<file path="config.mk">
export PLATFORM = sky130hd
export DESIGN_NAME = vga_config_master
export DESIGN_NICKNAME = d
export VERILOG_FILES = /design/src/rtl/vga_config_master.sv
export SDC_FILE = /design/constraint.sdc
export NUM_CORES = 1
export LEC_CHECK = 0
export ABC_AREA = 1
export CORE_ASPECT_RATIO = 0.9
export CORE_UTILIZATION = 40
export CTS_CLUSTER_SIZE = 40
export DETAILED_ROUTE_END_ITERATION = 16
export DONT_BUFFER_PORTS = 1
export HOLD_SLACK_MARGIN = 0.06
export PLACE_DENSITY_LB_ADDON = 0.3
export SKIP_LAST_GASP = 1
export SLEW_MARGIN = 20
export SYNTH_ARGS = -nofsm -noshare
export SYNTH_HDL_FRONTEND = slang
export SYNTH_SLANG_ARGS = --single-unit
</file>
<file path="constraint.sdc">
create_clock -name Clk -period 4 [get_ports Clk]
set_input_delay 0.4 -clock Clk [delete_from_list [all_inputs] [get_ports Clk]]
set_output_delay 0.4 -clock Clk [all_outputs]
set_load 0.02 [all_outputs]
</file>
<file path="src/rtl/vga_config_master.sv">
// ============================================================================
// Module   : vga_config_master
// Purpose  : Pushbutton-driven resolution writes to the VGA config block,
//            frame-aligned, acknowledged, with timeout and retry.
// Revision : 1.0 - initial release
// ============================================================================
`default_nettype none

module vga_config_master #(
    parameter int                      CONFIG_WIDTH    = 4,
    parameter logic [CONFIG_WIDTH-1:0] CONFIG_ADDR     = 4'b1011,
    parameter int                      NUM_MODES       = 3,
    parameter int                      MODE_WIDTH      = 2,
    parameter int                      DEBOUNCE_CYCLES = 16,
    parameter int                      ACK_TIMEOUT     = 8,
    parameter int                      MAX_RETRY       = 2
) (
    input  logic                    Clk,
    input  logic                    Rst,
    input  logic                    Btn_next,
    input  logic                    Btn_prev,
    input  logic                    Frame_start,
    input  logic                    Load_config,
    output logic                    Valid,
    output logic [CONFIG_WIDTH-1:0] Addr,
    output logic [CONFIG_WIDTH-1:0] Data,
    output logic [MODE_WIDTH-1:0]   Mode,
    output logic                    Busy,
    output logic                    Error
);

    localparam int c_DB_W  = (DEBOUNCE_CYCLES > 1) ? $clog2(DEBOUNCE_CYCLES) : 1;
    localparam int c_ACK_W = (ACK_TIMEOUT > 1) ? $clog2(ACK_TIMEOUT) : 1;
    localparam int c_RTY_W = (MAX_RETRY > 0) ? $clog2(MAX_RETRY + 1) : 1;

    localparam logic [c_DB_W-1:0]     c_DB_LAST   = c_DB_W'(DEBOUNCE_CYCLES - 1);
    localparam logic [c_ACK_W-1:0]    c_ACK_LAST  = c_ACK_W'(ACK_TIMEOUT - 1);
    localparam logic [c_RTY_W-1:0]    c_RTY_MAX   = c_RTY_W'(MAX_RETRY);
    localparam logic [MODE_WIDTH-1:0] c_MODE_LAST = MODE_WIDTH'(NUM_MODES - 1);

    typedef enum logic [1:0] {
        S_IDLE       = 2'd0,
        S_WAIT_FRAME = 2'd1,
        S_SEND       = 2'd2,
        S_WAIT_ACK   = 2'd3
    } state_t;

    // ------------------------------------------------------------------
    // Button conditioning: bit 0 = next, bit 1 = prev
    // ------------------------------------------------------------------
    logic [1:0] w_btn_raw;
    logic [1:0] w_press;

    assign w_btn_raw = {Btn_prev, Btn_next};

    for (genvar gi = 0; gi < 2; gi++) begin : g_btn
        logic [1:0]        r_sync;
        logic              r_stable;
        logic [c_DB_W-1:0] r_cnt;
        logic              w_settled;

        // Synced level has differed from the stable level long enough to accept it.
        assign w_settled   = (r_sync[1] != r_stable) && (r_cnt == c_DB_LAST);
        assign w_press[gi] = w_settled & r_sync[1];

        always_ff @(posedge Clk) begin
            if (Rst) begin
                r_sync   <= 2'b00;
                r_stable <= 1'b0;
                r_cnt    <= '0;
            end else begin
                r_sync <= {r_sync[0], w_btn_raw[gi]};
                if (r_sync[1] == r_stable) begin
                    r_cnt <= '0;
                end else if (w_settled) begin
                    r_stable <= r_sync[1];
                    r_cnt    <= '0;
                end else begin
                    r_cnt <= r_cnt + c_DB_W'(1);
                end
            end
        end
    end

    // ------------------------------------------------------------------
    // Write-request FSM
    // ------------------------------------------------------------------
    state_t                  r_state, w_state_next;
    logic                    r_boot;
    logic [MODE_WIDTH-1:0]   r_pending, w_pending_next;
    logic [MODE_WIDTH-1:0]   r_mode, w_mode_next;
    logic [c_RTY_W-1:0]      r_retry, w_retry_next;
    logic [c_ACK_W-1:0]      r_ack_cnt, w_ack_cnt_next;
    logic                    w_error_next;
    logic [MODE_WIDTH-1:0]   w_mode_inc;
    logic [MODE_WIDTH-1:0]   w_mode_dec;
    logic                    r_valid;
    logic                    r_busy;
    logic                    r_error;
    logic [CONFIG_WIDTH-1:0] r_addr;
    logic [CONFIG_WIDTH-1:0] r_data;

    assign w_mode_inc = (r_mode == c_MODE_LAST) ? '0 : r_mode + MODE_WIDTH'(1);
    assign w_mode_dec = (r_mode == '0) ? c_MODE_LAST : r_mode - MODE_WIDTH'(1);

    always_comb begin
        w_state_next   = r_state;
        w_pending_next = r_pending;
        w_mode_next    = r_mode;
        w_retry_next   = r_retry;
        w_ack_cnt_next = r_ack_cnt;
        w_error_next   = 1'b0;

        case (r_state)
            S_IDLE: begin
                // The boot write takes priority over any button activity.
                if (r_boot) begin
                    w_state_next   = S_WAIT_FRAME;
                    w_pending_next = '0;
                    w_retry_next   = '0;
                end else if (w_press[0] ^ w_press[1]) begin
                    w_state_next   = S_WAIT_FRAME;
                    w_pending_next = w_press[0] ? w_mode_inc : w_mode_dec;
                    w_retry_next   = '0;
                end
            end
            S_WAIT_FRAME: begin
                if (Frame_start) begin
                    w_state_next = S_SEND;
                end
            end
            S_SEND: begin
                w_state_next   = S_WAIT_ACK;
                w_ack_cnt_next = '0;
            end
            S_WAIT_ACK: begin
                if (Load_config) begin
                    w_mode_next  = r_pending;
                    w_state_next = S_IDLE;
                end else if (r_ack_cnt == c_ACK_LAST) begin
                    if (r_retry < c_RTY_MAX) begin
                        w_retry_next = r_retry + c_RTY_W'(1);
                        w_state_next = S_WAIT_FRAME;
                    end else begin
                        w_error_next = 1'b1;
                        w_state_next = S_IDLE;
                    end
                end else begin
                    w_ack_cnt_next = r_ack_cnt + c_ACK_W'(1);
                end
            end
            default: begin
                w_state_next = S_IDLE;
            end
        endcase
    end

    // Outputs are registered from the next-state decode so they align with r_state.
    always_ff @(posedge Clk) begin
        if (Rst) begin
            r_state   <= S_IDLE;
            r_boot    <= 1'b1;
            r_pending <= '0;
            r_mode    <= '0;
            r_retry   <= '0;
            r_ack_cnt <= '0;
            r_valid   <= 1'b0;
            r_busy    <= 1'b0;
            r_error   <= 1'b0;
            r_addr    <= '0;
            r_data    <= '0;
        end else begin
            r_state   <= w_state_next;
            r_boot    <= 1'b0;
            r_pending <= w_pending_next;
            r_mode    <= w_mode_next;
            r_retry   <= w_retry_next;
            r_ack_cnt <= w_ack_cnt_next;
            r_valid   <= (w_state_next == S_SEND);
            r_busy    <= (w_state_next != S_IDLE);
            r_error   <= w_error_next;
            if (w_state_next == S_SEND) begin
                r_addr <= CONFIG_ADDR;
                r_data <= CONFIG_WIDTH'(r_pending);
            end
        end
    end

    assign Valid = r_valid;
    assign Addr  = r_addr;
    assign Data  = r_data;
    assign Mode  = r_mode;
    assign Busy  = r_busy;
    assign Error = r_error;

endmodule

`default_nettype wire

</file>
==> reports/results.txt, run 1 <==
Status: finished, final reports clean
Metal3 WL: 110 um
Vias per inst: 4.70
Hold Startpoint: Rst
Sequential Area: 641 um2
Setup Skew: 0.00726 ns
Max-slew headroom: 0.595
Synth async-reset ratio: 0
Core area: 3190 um2
DR iter-0 viols: 34
Hold Path Depth: 0
Clock sinks: 32
Multi-input gate area: 598 um2
Met2 Wirelength: 1050 um
I/O pin count: 19
Tmin final: 1.54 ns
Resized cells post-CTS: 0
Syn. warnings: 0
Post-synthesis sequential area ratio: 0.462
Critical path class: reg2reg
# nets final: 194
Peak supply drop: 0.000196 V
Worst Path Arrival: 1.76 ns
Worst R2R Start: r_ack_cnt[0]
CP cell instances: ha_1 > ha_1 > nor2_1 > nor2_1 > nor2_1 > nand3_2 > nand2_1 > inv_1 > nor2_1
Via count: 1049
Core Rows: 19
Gr usage total: 0.152
P&R area growth vs syn: 7.57%
Drt pass-1 iters: 4
Postcts setup bufs: 0
Slowest CP cell: dfxtp_1
Final hold vios: 0
Static Leak: 0.664 nW
Post-Synthesis Cells: 178
Cells on worst reg2reg path: 9
F_max: 651 MHz
Routed WL per cell: 10.4 um
Mean post-synth cell area: 7.80 um2
HP Class: in2reg
Total negative slack: 0 ns
Register bit total from synthesis: 32
CP startpoint: r_ack_cnt[0]
Pin count of the biggest net entering global routing: 15
Die extent in x: 64.1 um
Fillers: 316
Port Buf Inserts: 0
Starting density of the core: 0.436
Max Slew Vio Count: 0
Syn Std Cell Area: 1390 um2
Unique masters post-synth: 24
Worst Tran Pin Value: 0.606 ns
Worst hold slack: 0.139 ns
Diodes inserted: 0
Total of max-cap violations: 0
Die Ht: 57.9 um
RD Place Congestion: 0.799
Total congestion overflow: 0
Dpl ws: 2.48 ns
Most common cell on crit path: nor2_1
Synth Flop Type: dfxtp_1
Share of layout cells above drive strength 1: 0.0939
DRT met1 WL: 1140 um
Initial antenna violation count: 0
Area contributors post-synth: dfxtp_1 (46%), nor2_1 (8.7%), inv_1 (7.3%)
Critical Path End Type: flip-flop
Die ar.: 3710 um2
Final period util: 0.384
Clk buf depth: 2
Worst skew pair latency: 0.28 ns
PwrDens: 432 nW/um2
WP data required: 4.22 ns
CTS tree: done
Final setup vio count: 0
Clock root buffer: clkbuf_8
Highest metal used: met4
Crit-path max cell delay: 0.32 ns
Clk slew on worst S/H paths: 0.07 ns
CP max FO: 4
Antenna-violating nets left: 0
Top-area cell type share of the netlist area: 0.462
First-pass GRT wire length: 4100 um
RSZ-0062 raised after global routing: no
Hold-fix buffers, CTS: 0
Final wirelength: 2330 um
Post-synth top area cell: dfxtp_1
Detailed-route DRC error count: 0
Top cells by count, synth: dfxtp_1 (32), nor2_1 (32), inv_1 (27), nand2_1 (24), a21oi_1 (11)
Vias in the first global route: 988
Dpl hpwl: 1710 um
Slack of the critical path: 2.46 ns
Number of flops mapped to enable cells by yosys: 0
Startpoint types: flip-flop
TritonCTS buffer count: 5
# H-tree levels: 2
-- per-layer routing --
metal / up-vias / GRT usage
met5: - / 0
met4: 0 / 0.0877
met3: 2 / 0.0709
met2: 16 / 0.233
met1: 477 / 0.174
li1: 554 / -
-- state kept, by name, indices dropped and copies added (netlist names), 2 cells and up --
register        cells
r_state             2
Data                2
r_pending           2
g_btn.r_sync        4
r_ack_cnt           3
Mode                2
g_btn.r_stable      2
g_btn.r_cnt         8
r_retry             2
-- metrics by stage --
step,instance area [um2],util,total power [W],cells
2_1_floorplan,1400,-,0.000397,180
3_3_place_gp,1400,0.440,0.000398,215
3_5_place_dp,1400,0.440,0.000400,215
4_1_cts,1490,0.469,0.000651,223
5_1_grt,1490,0.469,0.000678,223
6_report,1490,0.469,0.000644,223
-- worst paths after layout --
path | endpoint | slack, ns
worst min-delay path | r_boot | 0.14
worst min register to register | g_btn[1].r_sync[1] | 0.40
worst max-delay path | Data[0] | 2.46
worst max register to register | Data[0] | 2.46
-- report_power, final --
group	internal (W)	total [W]	switching, W	leakage (nW)
Combinational	0.0000136	0.0000431	0.0000295	0.353
Clock	0.000137	0.000252	0.000115	0.0510
Sequential	0.000331	0.000349	0.0000183	0.261
Total	0.000481	0.000644	0.000163	0.664
-- placed cells by master, fill, tap and decap left out, types with 4 or more instances in the layout --
master | Yosys | layout
nand2_1 | 24 | 24
nand3_1 | 4 | 4
ha_1 | 8 | 8
clkbuf_8 | 0 | 6
o21ai_0 | 9 | 9
inv_1 | 27 | 27
a21oi_1 | 11 | 11
nor2_1 | 32 | 32
nand2_2 | 4 | 4
dfxtp_1 | 32 | 32
-- area by class of cell --
type	instances	area share
Multi-Input combinational cell	112	0.401
Clock buffer	6	0.0553
Sequential cell	32	0.429
Clock inverter	2	0.00671
Inverter	29	0.0729
Tap cell	42	0.0352
-- cells by family after synthesis --
group / Yosys count / share of synthesized area
XOR/XNOR: 3 / 0.0189
other: 1 / 0.00270
buffers and inverters: 36 / 0.113
flip-flops: 32 / 0.462
AND/OR/NAND/NOR: 74 / 0.240
adder cells (fa/ha/maj): 8 / 0.0721
AO/OA/AOI/OAI: 24 / 0.0920
-- worst max-delay path: cells and delay by family, from the launching register on --
family / cells / cell delay (ns)
flops: 1 / 0.32
simple gates: 6 / 0.69
buf+inv: 1 / 0.05
fa+ha+maj: 2 / 0.41
Power figures use the tool's default switching activity.
==> run 2: changes to the inputs <==
==> constraint.sdc (replaced) <==
create_clock -name Clk -period 1.3 [get_ports Clk]
set_input_delay 0.13 -clock Clk [delete_from_list [all_inputs] [get_ports Clk]]
set_output_delay 0.13 -clock Clk [all_outputs]
set_load 0.02 [all_outputs]
==> run 2 against run 1 <==
Net effect: the run now ends with negative setup slack left; first-iteration DRC count rose by 12%; design area up 23%; via count is 9.2% higher; clock power rose to 3.1 times the previous value; sequential share of layout area is 7.5 points lower; hold slack got worse by 0.055 ns; largest power group unchanged; highest routed layer unchanged.
==> reports/results.txt, run 2 (synthesized netlist as in run 1, its figures left out) <==
Status: finished, violations left
Violated checks: negative setup slack
Routed WL per cell: 11.0 um (+5.6%)
Multi-input gate area: 771 um2 (+29%)
Final hold vios: 0 (unchanged)
HP Class: in2reg
Dpl hpwl: 1790 um (+4.5%)
Worst hold slack: 0.0840 ns (-0.0552 ns)
I/O pin count: 19 (unchanged)
Die Ht: 57.9 um (unchanged)
Final setup vio count: 6 (+6)
Drt pass-1 iters: 4 (unchanged)
Antenna-violating nets left: 0 (unchanged)
Sequential Area: 651 um2 (+1.6%)
Critical path class: reg2reg
Via count: 1146 (+9.2%)
# H-tree levels: 2 (unchanged)
First-pass GRT wire length: 4800 um (+17%)
Worst skew pair latency: 0.27 ns (about the same)
RSZ-0062 raised after global routing: yes
CP max FO: 4 (unchanged)
TritonCTS buffer count: 5 (unchanged)
Port Buf Inserts: 0 (unchanged)
Total congestion overflow: 0 (unchanged)
Vias in the first global route: 1167 (+18%)
Worst Path Arrival: 1.56 ns (-0.20 ns)
DR iter-0 viols: 38 (+12%)
Share of layout cells above drive strength 1: 0.322 (+0.228)
Starting density of the core: 0.436 (unchanged)
Top flop regs: g_btn.r_cnt (8), g_btn.r_sync (4), r_ack_cnt (3)
Slack of the critical path: -0.0427 ns (-2.51 ns)
Fillers: 279 (-12%)
Gr usage total: 0.171 (+0.0195)
Clk slew on worst S/H paths: 0.07 ns (about the same)
Startpoint types: flip-flop
Diodes inserted: 0 (unchanged)
Final period util: 1.03 (+0.649)
Static Leak: 0.782 nW (+18%)
WP data required: 1.51 ns (-2.71 ns)
Core Rows: 19 (unchanged)
Die extent in x: 64.1 um (unchanged)
PwrDens: 1110 nW/um2 (+160%)
Initial antenna violation count: 0 (unchanged)
Vias per inst: 4.70 (-0.16%)
F_max: 745 MHz (+14%)
P&R area growth vs syn: 32.6%
Max Slew Vio Count: 0 (unchanged)
Die ar.: 3710 um2 (unchanged)
Largest register by flop count: g_btn.r_cnt
Core area: 3190 um2 (unchanged)
Pin count of the biggest net entering global routing: 11 (-4)
RD Place Congestion: 0.738 (-7.6%)
# nets final: 215 (+11%)
Peak supply drop: 0.000663 V (+240%)
Clk buf depth: 2 (unchanged)
Setup Skew: 0.00501 ns (-0.00226 ns)
Final wirelength: 2690 um (+16%)
Clock sinks: 32 (unchanged)
Total of max-cap violations: 0 (unchanged)
CTS tree: done
Most common cell after layout, fill and taps aside: inv_1
Max FFs per register: 8 (unchanged)
Detailed-route DRC error count: 0 (unchanged)
Critical Path End Type: flip-flop
Clock root buffer: clkbuf_8
Tmin final: 1.34 ns (-0.194 ns)
Most frequent cells in the layout: inv_1 (27), nor2_1 (26), dfxtp_1 (24), nand2_1 (19), buf_4 (15)
Post-layout util: 0.577 (+0.109)
run 2: changes by cell type in the layout (fill, tap and decap cells not counted), moves of 4 or more:
cell	before	now
buf_4	0	15
dfxtp_1	32	24
dfxtp_2	0	8
dlygate4sd3_1	0	5
ha_1	8	3
ha_4	0	5
nand2_1	24	19
nand2_2	4	9
nor2_1	32	26
nor2_2	0	4
run 2: what timing repair did:
action / in CTS / in global routing
buffers inserted: 3 / 2
gates resized for setup: 28 / 17
pin swaps: 16 / 10
hold buffers: 4 / 1
setup endpoints to repair: 14 / 14
gates cloned: 1 / 0
endpoints found under the hold margin: 10 / 2
run 2: worst paths after layout:
kind / start / endpoint / slack (ns) / cells past startpoint
worst min register to register: g_btn[1].r_sync[0] / g_btn[1].r_sync[1] / 0.41 / 2
worst max register to register: r_ack_cnt[0] / Data[0] / -0.04 / 8
worst max-delay path: r_ack_cnt[0] / Data[0] / -0.04 / 8
worst min-delay path: Load_config / Mode[1] / 0.08 / 2
run 2: routing by layer:
metal,up-vias,track usage,routed length [um]
met2,19,0.286,1270
met5,-,0,0
met4,0,0.0747,32
li1,594,-,-
met3,4,0.0512,100
met1,529,0.205,1290
run 2: cell type report:
type	count	share of cell area
Clock buffer	6	0.0449
Clock inverter	2	0.00544
Multi-Input combinational cell	113	0.419
Tap cell	42	0.0286
Timing Repair Buffer	20	0.0884
Sequential cell	32	0.354
Inverter	29	0.0599
run 2: through the flow:
step                TNS, ns  total power (W)  cells  cell area (um2)  setup slack, ns
floorplan                 0          0.00122    180             1400          0.00678
global placement     -0.515          0.00124    225             1480          -0.0850
detailed placement    -1.42          0.00124    225             1480           -0.154
CTS                  -0.182          0.00204    241             1750          -0.0507
global route          -1.08          0.00214    244             1840           -0.137
finish               -0.143          0.00204    244             1840          -0.0427
run 2: power by group:
group | internal (W) | switching (W) | total (W)
Combinational | 0.0000736 | 0.000138 | 0.000211
Sequential | 0.00102 | 0.0000410 | 0.00106
Clock | 0.000422 | 0.000350 | 0.000772
Total | 0.00152 | 0.000529 | 0.00204
run 2: critical path, stage by stage (launching register included):
cell and delay (ns):
dfxtp_2 0.35, ha_4 0.16, ha_4 0.16, nand3_2 0.07
o211ai_1 0.21, nand3_2 0.14, nand2_1 0.08, inv_1 0.04
nor2_1 0.08
==> run 3: changes to the inputs <==
==> constraint.sdc (replaced) <==
create_clock -name Clk -period 1.3 [get_ports Clk]
set_input_delay 0.13 -clock Clk [delete_from_list [all_inputs] [get_ports Clk]]
set_output_delay 0.13 -clock Clk [all_outputs]
set_load 0.05 [all_outputs]
==> run 3 against run 2 <==
Net effect: the run still ends with negative setup slack left; final cell count is 0.41% lower; design area decreased by 1.0%; wire length down 1.4%; sequential share of layout area grew 0.36 points; highest routed layer unchanged.
==> reports/results.txt, run 3 (synthesized netlist as in run 1, its figures left out) <==
Status: finished, violations left
Violated checks: negative setup slack
Clk buf depth: 2 (unchanged)
Total negative slack: -0.153 ns (-0.00930 ns)
Max-slew headroom: 0.659
Antenna-violating nets left: 0 (unchanged)
Detailed-route DRC error count: 0 (unchanged)
Drt pass-1 iters: 4 (unchanged)
Final period util: 1.05 (+0.0126)
Critical path class: reg2reg
Top flop regs: g_btn.r_cnt (8), g_btn.r_sync (4), r_ack_cnt (3)
First-pass GRT wire length: 4770 um (-0.58%)
Vias in the first global route: 1074 (-8.0%)
# nets final: 214 (-0.47%)
Final wirelength: 2650 um (-1.4%)
Total Power: 0.00228 W (+11%)
Die extent in x: 64.1 um (unchanged)
Total of max-cap violations: 0 (unchanged)
PwrDens: 1250 nW/um2 (+13%)
# H-tree levels: 2 (unchanged)
F_max: 736 MHz (-1.2%)
Hold Startpoint: Load_config
Clk slew on worst S/H paths: 0.06 ns (about the same)
TritonCTS buffer count: 5 (unchanged)
Gr usage total: 0.175 (+0.00430)
Reg-to-Reg End: Busy
Multi-input gate area: 731 um2 (-5.2%)
I/O pin count: 19 (unchanged)
Area of placed instances: 1520 um2 (+2.5%)
Largest register by flop count: g_btn.r_cnt
Max FFs per register: 8 (unchanged)
Tmin final: 1.36 ns (+0.0163 ns)
Worst Path Arrival: 1.53 ns (-0.03 ns)
Max Slew Vio Count: 0 (unchanged)
R2r setup slk: -0.06 ns (-0.02 ns)
Final hold vios: 0 (unchanged)
Static Leak: 0.772 nW (-1.2%)
Worst Tran Pin Value: 0.511 ns
Crit-path max cell delay: 0.35 ns (about the same)
HP Class: in2reg
Buffers plus inverters on the worst setup path: 0 (-1)
Clock sinks: 32 (unchanged)
Dpl hpwl: 1790 um (+0.22%)
CTS tree: done
Cells on worst reg2reg path: 7 (-1)
Routed WL per cell: 10.9 um (-1.0%)
Slack of the critical path: -0.0590 ns (-0.0163 ns)
Peak supply drop: 0.000800 V (+21%)
Via count: 1102 (-3.8%)
Most frequent cells in the layout: inv_1 (27), nor2_1 (27), dfxtp_1 (24), nand2_1 (20), buf_4 (13)
Vias per inst: 4.53 (-3.4%)
Worst R2R Start: r_ack_cnt[1]
Startpoint types: flip-flop
Core Rows: 19 (unchanged)
RSZ-0062 raised after global routing: yes
Worst skew pair latency: 0.29 ns (+0.02 ns)
Sequential Area: 651 um2 (unchanged)
CP startpoint: r_ack_cnt[1]
Crit path to: Busy
DR iter-0 viols: 60 (+58%)
Diodes inserted: 0 (unchanged)
Die Ht: 57.9 um (unchanged)
Total congestion overflow: 0 (unchanged)
Pin count of the biggest net entering global routing: 11 (unchanged)
Port Buf Inserts: 0 (unchanged)
WP data required: 1.47 ns (-0.04 ns)
Critical Path End Type: flip-flop
Starting density of the core: 0.436 (unchanged)
Final setup vio count: 4 (-2)
Delay-heaviest family, CP: simple AND/OR/NAND/NOR gates
Final Cell Area: 1820 um2 (-1.0%)
Die ar.: 3710 um2 (unchanged)
Setup Skew: 0.0149 ns (+0.00991 ns)
WP depth: 7 (-1)
Fillers: 305 (+9.3%)
Core area: 3190 um2 (unchanged)
Share of layout cells above drive strength 1: 0.284 (-0.0382)
P&R area growth vs syn: 31.2%
Initial antenna violation count: 0 (unchanged)
CP max FO: 4 (unchanged)
Slowest CP cell: dfxtp_2
Clock root buffer: clkbuf_8
CP cell instances: ha_4 > ha_4 > nand3_2 > o211ai_1 > nand2_2 > nand2_2 > nand2_1
Dpl ws: -0.116 ns (+0.0387 ns)
RD Place Congestion: 0.792 (+7.3%)
run 3: cell count changes in the layout (fill, tap and decap cells not counted), moves of 2 or more:
cell / previous run / this run
o21ai_2: 2 / 0
nor2_4: 2 / 0
clkinv_2: 3 / 1
o21ai_1: 1 / 3
buf_4: 15 / 13
run 3: layer usage:
layer  global-route usage  vias to the layer above  part of all wire
met1                0.200                      486              0.45
met3               0.0531                        8             0.040
met5                    0                        -                 0
li1                     -                      590                 -
met2                0.280                       18              0.49
met4                0.130                        0             0.027
run 3: cell type report:
cell class                 count  area share
timing repair buffer          19      0.0935
sequential                    32       0.357
multi-input combinational    113       0.401
clock buffer                   6      0.0399
clock inverter                 2      0.0192
inverter                      29      0.0598
tap                           42      0.0289
run 3: worst min-delay path, delay by kind of cell:
family	cells	cell delay, ns
compound gates	2	0.15
simple gates	2	0.15
run 3: worst min path at each step:
stage	cells past startpoint	slack [ns]	to
finish	4	0.20	r_ack_cnt[1]
detailed placement	0	0.16	r_boot
CTS	4	0.21	r_ack_cnt[1]
global route	4	0.23	r_ack_cnt[1]
floorplan	0	0.16	r_boot
global placement	0	0.16	r_boot
run 3: what timing repair did:
item	CTS	global route
hold buffers	5	0
setup buffers	1	0
pin swaps	17	4
cloned	1	0
gates resized for setup	25	9
endpoints found under the setup margin	14	18
hold endpoints to repair	13	0
run 3: through the flow:
step,util,cells,hold slack [ns]
2_1_floorplan,-,180,0.158
3_3_place_gp,0.476,228,0.159
3_5_place_dp,0.476,228,0.159
4_1_cts,0.564,243,0.211
5_1_grt,0.571,243,0.235
6_report,0.571,243,0.199
run 3: power breakdown:
part,internal (W),switching (W)
Clock,0.000568,0.000362
Sequential,0.00102,0.0000497
Combinational,0.0000857,0.000192
